===== config.mk =====
export PLATFORM = sky130hd
export DESIGN_NAME = cipher_mode_ctrl
export DESIGN_NICKNAME = d
export VERILOG_FILES = /design/src/rtl/cipher_mode_ctrl.sv
export SDC_FILE = /design/constraint.sdc
export NUM_CORES = 1
export LEC_CHECK = 0
export CAP_MARGIN = 10
export CORE_ASPECT_RATIO = 1.25
export CORE_MARGIN = 2
export CORE_UTILIZATION = 30
export CTS_CLUSTER_DIAMETER = 120
export DETAILED_ROUTE_END_ITERATION = 16
export SLEW_MARGIN = 20
export SYNTH_ARGS = -nofsm -noshare
export SYNTH_HDL_FRONTEND = slang
export SYNTH_SLANG_ARGS = --single-unit

===== constraint.sdc =====
create_clock -name i_clk -period 3.5 [get_ports i_clk]
set_input_delay 0.525 -clock i_clk [delete_from_list [all_inputs] [get_ports i_clk]]
set_output_delay 0.525 -clock i_clk [all_outputs]
set_load 0.03 [all_outputs]

===== src/rtl/cipher_mode_ctrl.sv =====
// Block-cipher chaining controller (ECB/CBC/CTR) in front of an external block engine.
// Optional macro CIPHER_MODE_CTR_EN builds CTR mode and its counter; otherwise mode 10 is ECB.
module cipher_mode_ctrl #(
  parameter int unsigned BLOCK_W    = 64,
  parameter int unsigned FIFO_DEPTH = 4   // power of two, >= 2
) (
  input  logic               i_clk,
  input  logic               i_rst,
  input  logic [1:0]         i_mode,
  input  logic               i_flag,
  input  logic [BLOCK_W-1:0] i_iv,
  input  logic               i_iv_en,
  input  logic [BLOCK_W-1:0] i_din,
  input  logic               i_din_en,
  output logic               o_din_rdy,
  output logic [BLOCK_W-1:0] o_dout,
  output logic               o_dout_en,
  output logic [BLOCK_W-1:0] o_eng_din,
  output logic               o_eng_din_en,
  output logic               o_eng_flag,
  input  logic [BLOCK_W-1:0] i_eng_dout,
  input  logic               i_eng_dout_en,
  output logic               o_busy
);

  localparam int unsigned PtrW = $clog2(FIFO_DEPTH);
  localparam logic [1:0] ModeEcb = 2'b00;
  localparam logic [1:0] ModeCbc = 2'b01;
`ifdef CIPHER_MODE_CTR_EN
  localparam logic [1:0] ModeCtr = 2'b10;
`endif

  typedef enum logic [1:0] {StIdle, StIssue, StWait, StOut} state_e;

  state_e              state_q, state_d;
  logic [BLOCK_W-1:0]  mem_q [FIFO_DEPTH];
  logic [PtrW-1:0]     wr_ptr_q, wr_ptr_d, rd_ptr_q, rd_ptr_d;
  logic [PtrW:0]       count_q, count_d;
  logic [1:0]          mode_q, mode_d, eff_mode;
  logic                flag_q, flag_d;
  logic [BLOCK_W-1:0]  din_q, din_d, chain_q, chain_d, head;
  logic [BLOCK_W-1:0]  dout_q, dout_d, eng_din_q, eng_din_d;
  logic                dout_en_q, dout_en_d, eng_din_en_q, eng_din_en_d, eng_flag_q, eng_flag_d;
  logic                push, pop;

  assign o_din_rdy    = (count_q != (PtrW+1)'(FIFO_DEPTH));
  assign push         = i_din_en && o_din_rdy;
  assign pop          = (state_q == StIssue);
  assign head         = mem_q[rd_ptr_q];
  assign o_busy       = (state_q != StIdle);
  assign o_dout       = dout_q;
  assign o_dout_en    = dout_en_q;
  assign o_eng_din    = eng_din_q;
  assign o_eng_din_en = eng_din_en_q;
  assign o_eng_flag   = eng_flag_q;

  // Reserved mode (and CTR when not built) collapses to ECB.
  always_comb begin
    eff_mode = ModeEcb;
    if (i_mode == ModeCbc) begin
      eff_mode = ModeCbc;
`ifdef CIPHER_MODE_CTR_EN
    end else if (i_mode == ModeCtr) begin
      eff_mode = ModeCtr;
`endif
    end
  end

  always_comb begin
    wr_ptr_d = push ? wr_ptr_q + PtrW'(1) : wr_ptr_q;
    rd_ptr_d = pop  ? rd_ptr_q + PtrW'(1) : rd_ptr_q;
    count_d  = count_q + (PtrW+1)'(push) - (PtrW+1)'(pop);
  end

  always_comb begin
    state_d      = state_q;
    mode_d       = mode_q;
    flag_d       = flag_q;
    din_d        = din_q;
    chain_d      = chain_q;
    dout_d       = dout_q;
    dout_en_d    = 1'b0;
    eng_din_d    = eng_din_q;
    eng_din_en_d = 1'b0;
    eng_flag_d   = eng_flag_q;
    unique case (state_q)
      StIdle: begin
        if (i_iv_en) begin
          chain_d = i_iv;
        end else if (count_q != '0) begin
          state_d = StIssue;
        end
      end
      StIssue: begin
        mode_d       = eff_mode;
        flag_d       = i_flag;
        din_d        = head;
        eng_din_d    = head;
        eng_flag_d   = i_flag;
        eng_din_en_d = 1'b1;
        if (eff_mode == ModeCbc && i_flag) begin
          eng_din_d = head ^ chain_q;
        end
`ifdef CIPHER_MODE_CTR_EN
        if (eff_mode == ModeCtr) begin
          eng_din_d  = chain_q;
          eng_flag_d = 1'b1;
        end
`endif
        state_d = StWait;
      end
      StWait: begin
        if (i_eng_dout_en) begin
          state_d   = StOut;
          dout_en_d = 1'b1;
          dout_d    = i_eng_dout;
          if (mode_q == ModeCbc) begin
            if (flag_q) begin
              chain_d = i_eng_dout;
            end else begin
              dout_d  = i_eng_dout ^ chain_q;
              chain_d = din_q;
            end
          end
`ifdef CIPHER_MODE_CTR_EN
          if (mode_q == ModeCtr) begin
            dout_d  = i_eng_dout ^ din_q;
            chain_d = chain_q + BLOCK_W'(1);
          end
`endif
        end
      end
      StOut:   state_d = StIdle;
      default: state_d = StIdle;
    endcase
  end

  // Storage is not reset; emptiness is defined by the pointers and count.
  always_ff @(posedge i_clk) begin
    if (push) begin
      mem_q[wr_ptr_q] <= i_din;
    end
  end

  always_ff @(posedge i_clk or negedge i_rst) begin
    if (!i_rst) begin
      state_q      <= StIdle;
      wr_ptr_q     <= '0;
      rd_ptr_q     <= '0;
      count_q      <= '0;
      mode_q       <= ModeEcb;
      flag_q       <= 1'b0;
      din_q        <= '0;
      chain_q      <= '0;
      dout_q       <= '0;
      dout_en_q    <= 1'b0;
      eng_din_q    <= '0;
      eng_din_en_q <= 1'b0;
      eng_flag_q   <= 1'b0;
    end else begin
      state_q      <= state_d;
      wr_ptr_q     <= wr_ptr_d;
      rd_ptr_q     <= rd_ptr_d;
      count_q      <= count_d;
      mode_q       <= mode_d;
      flag_q       <= flag_d;
      din_q        <= din_d;
      chain_q      <= chain_d;
      dout_q       <= dout_d;
      dout_en_q    <= dout_en_d;
      eng_din_q    <= eng_din_d;
      eng_din_en_q <= eng_din_en_d;
      eng_flag_q   <= eng_flag_d;
    end
  end

endmodule


* Word-level counts from Yosys, hierarchy flattened
Memories as Yosys holds them, arrays and structs flattened.
Cells that the tools add are included.
** Operators by class
- Reduce and logical (&&, ||, !) cells :: 9
- Eq/ne operators :: 12
- Add/subtract/negate cells :: 4
- Bitwise operators :: 2
- Muxes and demuxes :: 18
** Operators with widths (count)
- 64-bit 2-to-1 mux :: 7
- 64-bit case mux with 2 select lines :: 1
- 64-bit bitwise XOR :: 2
- 2-bit != test, second input constant :: 5
- 2-bit by 1-bit equality test with 1-bit output, second input constant :: 4
- 2-bit case mux with 4 select lines :: 1
- 1-bit 2-to-1 mux :: 6
- 2-bit 2-to-1 mux :: 3
- 2-bit by 1-bit adder with 2-bit output, second input constant :: 2
- 2-bit equality test, second input constant :: 2
- 4-bit AND reduction :: 1
- 2-bit nonzero test :: 2
- 3-bit by 1-bit adder with 3-bit output :: 1
- 3-bit != test, second input constant :: 1
- 3-bit AND reduction :: 1
- 3-bit nonzero test :: 1
- 3-bit by 1-bit subtractor with 3-bit output :: 1
- 1-bit logical AND :: 2
- 2-bit logical NOT :: 1
- 2-bit AND reduction :: 1
** Storage, ports and cells
- Bits in writable memories :: 256
- Memories kept :: 1
- Input port bits :: 200
- Register bits after elaboration :: 270
- Word-level logic and storage cells :: 58
- Output and inout bits :: 133
** Memory list
- mem_q :: depth 4, width 64, read ports 1, clocked after Yosys merged registers in 0, wr ports 1, RTL line 36 : logic [BLOCK_W-1:0] mem_q [FIFO_DEPTH];

* Longest topological paths before layout
Gate-level depths: netlist of the first run.
- Depth in word-level cells :: 5
- Mapped depth :: 10
- Depth with buffers taken out :: 10

* Worst setup path before layout of the first run
No wires, ideal clock.
- Path kind :: flip-flop to flip-flop
- Start :: reg count_q[0]
- End :: mem mem_q[0][0], enable pin
- Cell stages (with the launch flop) :: 4
- Path buffers :: 0
- Slack :: 778 ps
- Library setup time :: 429 ps
- Data required time :: 3071 ps
- Period minus slack after synthesis :: 2722 ps
- Arrival time :: 2293 ps
- Path through :: dfrtp_1 nor2_1 nand2_1 and3_1
** Between the ends
- Word-level cells in the longest chain between the ends :: 4
** RTL lines
- from (decl) :: RTL line 38 : logic [PtrW:0] count_q, count_d;
- from (signal assigned) :: RTL line 164 : count_q <= count_d;
- 3-bit != test :: RTL line 46 : assign o_din_rdy = (count_q != (PtrW+1)'(FIFO_DEPTH));
- net o_din_rdy :: RTL line 15 : output logic o_din_rdy,
- 1-bit logical AND :: RTL line 47 : assign push = i_din_en && o_din_rdy;
- 1-bit 2-to-1 mux :: RTL line 140 : if (push) begin
- 1-bit 2-to-1 mux (not written as such) :: RTL line 141 : mem_q[wr_ptr_q] <= i_din;
- to (decl) :: RTL line 36
The timed path passes the listed nets, and every way through them passes these cells.

* Worst setup path in the final report of the first run
- Start :: reg eng_flag_q (netlist: o_eng_flag)
- End :: out o_eng_flag
** RTL lines
- from (decl) :: RTL line 43 : logic dout_en_q, dout_en_d, eng_din_en_q, eng_din_en_d, eng_flag_q, eng_flag_d;
- from (signal assigned) :: RTL line 173 : eng_flag_q <= eng_flag_d;
- to (decl) :: RTL line 20 : output logic o_eng_flag,
No word-level cell between the ends.

==> out/qor.txt, run 1 <==
synth top area cells: edfxtp_1 (35%), dfrtp_1 (31%), mux4_2 (6.6%)
CTS Sinks: 525
IO Pins: 333
setup TNS: 0 ps
vias per cell: 4.61
number of synthesis warnings: 0
die width: 245 um
setup violators final: 0
GR Overflow Total: 0
total power: 26.8 mW
Worst Path Arrival: 2340 ps
Crit path max-delay family: flip-flops
Critical Path End Type: output port
adder-cell share of the synthesized area: 0.00607
Fin Hold WS: 505 ps
highest layer used for signal routing: met5
ys flop type: dfrtp_1
number of synthesized flops with an enable pin: 256
maximum vdd ir drop: 575 uV
Tcrit/Tclk final: 0.818
max cap viols: 0
first-pass GRT wire length: 89000 um
row count: 110
Hold Path Class: reg2reg
DR WL met3: 2760 um
compound-cell area share of the yosys netlist: 0.0599
Crit Path Max Fanout: 33
final core occ: 0.393
reg2reg setup slack: 1040 ps
DRC Markers: 0
Clock Skew: 17.9 ps
vias in the first global route: 14700
drt first pass iters: 7
Reg-to-Reg Start: o_eng_flag
PD cells: 947 nW/um^2
total track usage: 0.154
Setup CP Type: reg2out
Antenna Nets Post-Route: 0
CTS root buf: clkbuf_16
run status: complete, no violations
R2R cell count: 5
worst skew pair latency: 590 ps
setup ws final: 638 ps
Initial DRC Count: 660
syn_area_per_cell: 13.4 um^2
post-synth top area share: 0.352
RSZ-0062 raised after global routing: no
post_cts resized: 0
Fillers: 6876
Static Leak: 10.4 nW
H-Tree Level Count: 2
die area: 75100 um^2
reg2reg end: chain_q[41]
Req. time, crit path: 2970 ps
Mapped Area: 21900 um^2
initial core utilization: 0.303
Max Buffers Root-to-Sink: 3
Yosys reg bits: 525
Max-slew headroom: 0.456
fraction of registers with async set/reset: 0.512
Cell variety after synth: 25
largest family of logic cells by synthesized area: multiplexers
wl on met1: 23400 um
met2 wire length: 29800 um
initial antenna violation count: 8
post-place setup slack: 813 ps
setup bufs post-CTS: 0
largest net degree at the start of global routing: 130
Die Y: 306 um
Min Clock Period, post-route: 2860 ps
sequential fraction of the synthesis area: 0.659
area leader, netlist: edfxtp_1
WL final: 57400 um
CTS tree: done
Final Max Slew Viols: 0
worst slew pin tran: 815 ps
highest clock rate: 349 MHz
Worst Hold Endpoint: din_q[25]
Core Region: 72100 um^2
RePlAce Congestion: 0.770
Nets: 2160
Wirelength per Cell: 19.4 um
CP Cell Sequence: clkdlybuf4s50_1
Worst Hold Launch: din_q[25]
final hold viol count: 0
clk slew on worst S/H paths: 60 ps
Bufs and invs on worst path: 1
Mapped Cells: 1634
mux contribution to synthesized area: 0.130
layout cell share with drive strength beyond 1: 0.130
simple-gate share of the synthesized area: 0.0700
Area growth syn-to-layout: 29.5%
post-synthesis xor/xnor area fraction: 0.0533
DR vias: 13600
slowest cell delay on critical path: 920 ps
port bufs: 332
CP startpoint kind: register
Inserted Clock Buffers: 55
DP HPWL: 37700 um
Crit-path slowest cell: dfrtp_4
worst hold stages: 1
net count after synthesis: 1844
## routing by layer
metal	global-route usage	up-vias
li1	-	6407
met1	0.188	6798
met2	0.276	314
met3	0.0283	85
met4	0.0465	2
met5	0	-
## state kept, by name, summed over array words and instances (netlist names)
name and flops:
o_eng_din 64, chain_q 64, o_eng_flag 1, mem_q 256, count_q 3, wr_ptr_q 2
o_dout_en 1, rd_ptr_q 2, din_q 64, o_dout 64, o_eng_din_en 1, mode_q 1
state_q 2
## kinds of logic after synthesis
group | Yosys count
buf+inv | 110
fa+ha+maj | 10
xor+xnor | 133
simple gates | 400
mux | 195
flops | 525
compound gates | 261
## synth_stat cells (all sizes together), types with 11 or more instances
| library cell | number |
|---|---|
| xor2 | 129 |
| o21ai | 67 |
| mux2 | 67 |
| a21oi | 193 |
| inv | 11 |
| nand2 | 195 |
| clkbuf | 69 |
| nor2 | 194 |
| mux2i | 64 |
| edfxtp | 256 |
| mux4 | 64 |
| dfrtp | 269 |
| buf | 30 |
## metrics by stage
stage          instances  area, um^2
5_1_grt             2953       28300
3_5_place_dp        2843       26400
3_3_place_gp        2843       26400
2_1_floorplan       1634       21900
4_1_cts             2947       28300
6_report            2953       28300
## cells in the final DEF, fill, tap and decap left out, drive strengths merged
cell | netlist | routed
nor2b | 2 | 2
clkbuf | 69 | 70
inv | 11 | 13
and3b | 1 | 1
nor2 | 194 | 194
o21ai | 67 | 67
diode | 0 | 5
and3 | 4 | 4
clkinvlp | 0 | 5
buf | 30 | 26
mux4 | 64 | 64
dlygate4sd3 | 0 | 1
a211o | 1 | 1
mux2i | 64 | 64
a21oi | 193 | 193
clkdlybuf4s50 | 0 | 331
edfxtp | 256 | 256
fa | 1 | 1
and2 | 2 | 2
nor3 | 1 | 1
ha | 9 | 9
nand3b | 1 | 1
bufinv | 0 | 6
xor2 | 129 | 129
mux2 | 67 | 67
dfrtp | 269 | 269
xnor2 | 4 | 4
nand2 | 195 | 195
clkinv | 0 | 20
## layout make-up
cell class / instances / area, um^2 / area share
Sequential cell: 525 / 14400 / 0.510
Clock buffer: 70 / 1540 / 0.0542
Tap cell: 952 / 1190 / 0.0421
Antenna cell: 5 / 12.5 / 0.000442
Timing Repair Buffer: 358 / 3720 / 0.131
Multi-Input combinational cell: 999 / 7030 / 0.248
Clock inverter: 33 / 344 / 0.0122
Inverter: 11 / 43.8 / 0.00155
## worst max path at each step
stage                          start     endpoint  slack [ps]  cells after the start
final                     o_eng_flag   o_eng_flag         640                      1
after global routing      o_eng_flag   o_eng_flag         560                      1
after CTS                 o_eng_flag   o_eng_flag         560                      1
after detailed placement    i_din_en   count_q[2]         810                      9
after global placement      i_din_en   count_q[2]         830                      9
after floorplan           count_q[0]  mem_q[0][0]         780                      3
## timing repair
item | 4_1_cts | 5_1_grt
setup endpoints to repair | 0 | 0
hold buffers | 1 | 0
hold endpoints to repair | 70 | 0
## where the power goes
part | switching (mW) | leakage, nW | total (mW) | internal, mW
combinational | 6.14 | 4.06 | 10.7 | 4.56
clock | 2.47 | 0.916 | 6.02 | 3.55
sequential | 1.31 | 5.45 | 10.1 | 8.77
(Power assumes the default switching activity.)
==> inputs of run 2 (changes only) <==
==> constraint.sdc (replaced) <==
create_clock -name i_clk -period 2.5 [get_ports i_clk]
set_input_delay 0.375 -clock i_clk [delete_from_list [all_inputs] [get_ports i_clk]]
set_output_delay 0.375 -clock i_clk [all_outputs]
set_load 0.03 [all_outputs]
==> run 2 against run 1 <==
  * Setup slack got worse by 490 ps
  * Routed wire length decreased by 0.74%
  * Sequential share of layout area decreased by 0.15 points
  * Largest power group unchanged
  * Largest cell class unchanged
  * Sequential power increased by 37%
==> out/qor.txt, run 2 (synthesis results as in run 1) <==
WL final: 56900 um (was 57400 um)
Initial DRC Count: 692 (was 660)
Crit Path Max Fanout: 6 (was 33)
Die Y: 306 um (unchanged)
maximum vdd ir drop: 915 uV (was 575 uV)
FF/Latch Area: 14400 um^2 (unchanged)
Fin Hold WS: 301 ps (was 505 ps)
Finished Cell Area: 28400 um^2 (was 28300 um^2)
Antenna Nets Post-Route: 0 (unchanged)
Worst Path Arrival: 1980 ps (was 2340 ps)
row count: 110 (unchanged)
total inserted antenna cells: 0 (was 5)
Fillers: 6840 (was 6876)
drt first pass iters: 5 (was 7)
setup violators final: 0 (unchanged)
Nets: 2173 (was 2160)
Multi-input gate area: 7030 um^2 (unchanged)
CTS Sinks: 525 (unchanged)
Wirelength per Cell: 19.2 um (was 19.4 um)
Max-slew headroom: 0.452 (was 0.456)
initial antenna violation count: 6 (was 8)
die area: 75100 um^2 (unchanged)
Max Buffers Root-to-Sink: 3 (unchanged)
Min Clock Period, post-route: 2350 ps
Req. time, crit path: 2120 ps (was 2970 ps)
Placed Cells: 2857 (was 2843)
DR vias: 13700 (was 13600)
Hold Path Class: in2async (was reg2reg)
commonest non-fill, non-tap cells in the layout: clkdlybuf4s50_1 (330), dfrtp_1 (266), edfxtp_1 (256) (was clkdlybuf4s50_1 (331), dfrtp_1 (266), edfxtp_1 (256))
initial core utilization: 0.303 (unchanged)
Final Non-Filler Cells: 2960 (was 2953)
Setup CP Type: reg2out (unchanged)
DP HPWL: 38500 um (was 37700 um)
Tcrit/Tclk final: 0.940
largest reg by FF count: mem_q (unchanged)
Clock Skew: 13.8 ps (was 17.9 ps)
commonest non-fill, non-tap cell in the layout: clkdlybuf4s50_1 (unchanged)
run status: complete, no violations (unchanged)
RePlAce Congestion: 0.783 (was 0.770)
port bufs: 332 (unchanged)
Core Region: 72100 um^2 (unchanged)
Inserted Clock Buffers: 55 (unchanged)
Area growth syn-to-layout: 29.9% (was 29.5%)
clk slew on worst S/H paths: 60 ps (about the same)
vias per cell: 4.64 (was 4.61)
Final Max Slew Viols: 0 (unchanged)
DRC Markers: 0 (unchanged)
RSZ-0062 raised after global routing: no (unchanged)
total track usage: 0.151 (was 0.154)
PD cells: 1320 nW/um^2 (was 947 nW/um^2)
highest clock rate: 425 MHz
DP Area: 26500 um^2 (was 26400 um^2)
layout cell share with drive strength beyond 1: 0.132 (was 0.130)
Static Leak: 10.5 nW (was 10.4 nW)
vias in the first global route: 14800 (was 14700)
total power: 37.5 mW (was 26.8 mW)
CP startpoint kind: register (unchanged)
CTS tree: done (unchanged)
die width: 245 um (unchanged)
max cap viols: 0 (unchanged)
H-Tree Level Count: 2 (unchanged)
GR Overflow Total: 0 (unchanged)
setup TNS: 0 ps (unchanged)
worst skew pair latency: 590 ps (about the same)
final hold viol count: 0 (unchanged)
IO Pins: 333 (unchanged)
CTS root buf: clkbuf_16 (unchanged)
Critical Path End Type: output port (unchanged)
worst slew pin tran: 821 ps (was 815 ps)
max reg flops: 256 (unchanged)
first-pass GRT wire length: 87600 um (was 89000 um)
largest net degree at the start of global routing: 118 (was 130)
setup bufs post-CTS: 0 (unchanged)
run 2: path summary, 6_finish.rpt:
path | startpoint | to | slack (ps) | cells past startpoint
max in group asynchronous | i_rst | chain_q[28] | 1470 | 3
hold / removal | i_rst | o_dout_en | 300 | 2
min in group i_clk | i_din[51] | mem_q[3][51] | 420 | 1
setup reg to reg | state_q[0] | chain_q[32] | 380 | 6
setup / recovery | count_q[0] | o_din_rdy | 150 | 3
hold reg to reg | din_q[56] | din_q[56] | 510 | 1
run 2: final cells by class:
class | count | share of cell area
sequential | 525 | 0.508
multi-input combinational | 999 | 0.248
timing repair buffer | 371 | 0.136
clock buffer | 69 | 0.0511
tap | 952 | 0.0420
clock inverter | 33 | 0.0136
inverter | 11 | 0.00154
run 2: where the power goes:
| group | total (mW) | switching (mW) | internal, mW | leakage, nW |
|---|---|---|---|---|
| combinational | 15.4 | 8.88 | 6.48 | 4.14 |
| sequential | 13.8 | 1.55 | 12.3 | 5.45 |
| clock | 8.35 | 3.41 | 4.94 | 0.877 |
| total | 37.5 | 13.8 | 23.7 | 10.5 |
run 2: layer usage:
layer | vias up | global-route usage | wire length [um]
li1 | 6414 | - | -
met1 | 6922 | 0.178 | 22900
met2 | 308 | 0.274 | 29800
met3 | 87 | 0.0322 | 3020
met4 | 8 | 0.0438 | 1250
met5 | - | 0 | 54
run 2: timing repair:
action                                 in CTS  in global routing
resized for setup                           1                  0
endpoints found under the hold margin      32                  0
hold buffers                                1                  0
setup endpoints to repair                   1                  0
run 2: worst max-delay path: stages (launching register included):
cell and delay, ps:
dfrtp_1 370, nor2_1 60, nand2_1 170, clkdlybuf4s50_1 790
run 2: per-stage QoR:
| stage | setup slack (ps) | utilization |
|---|---|---|
| 6_report | 150 | 0.394 |
| 4_1_cts | 76.2 | 0.394 |
| 5_1_grt | 60.4 | 0.394 |
| 3_5_place_dp | 163 | 0.368 |
| 2_1_floorplan | 308 | - |
| 3_3_place_gp | 149 | 0.368 |
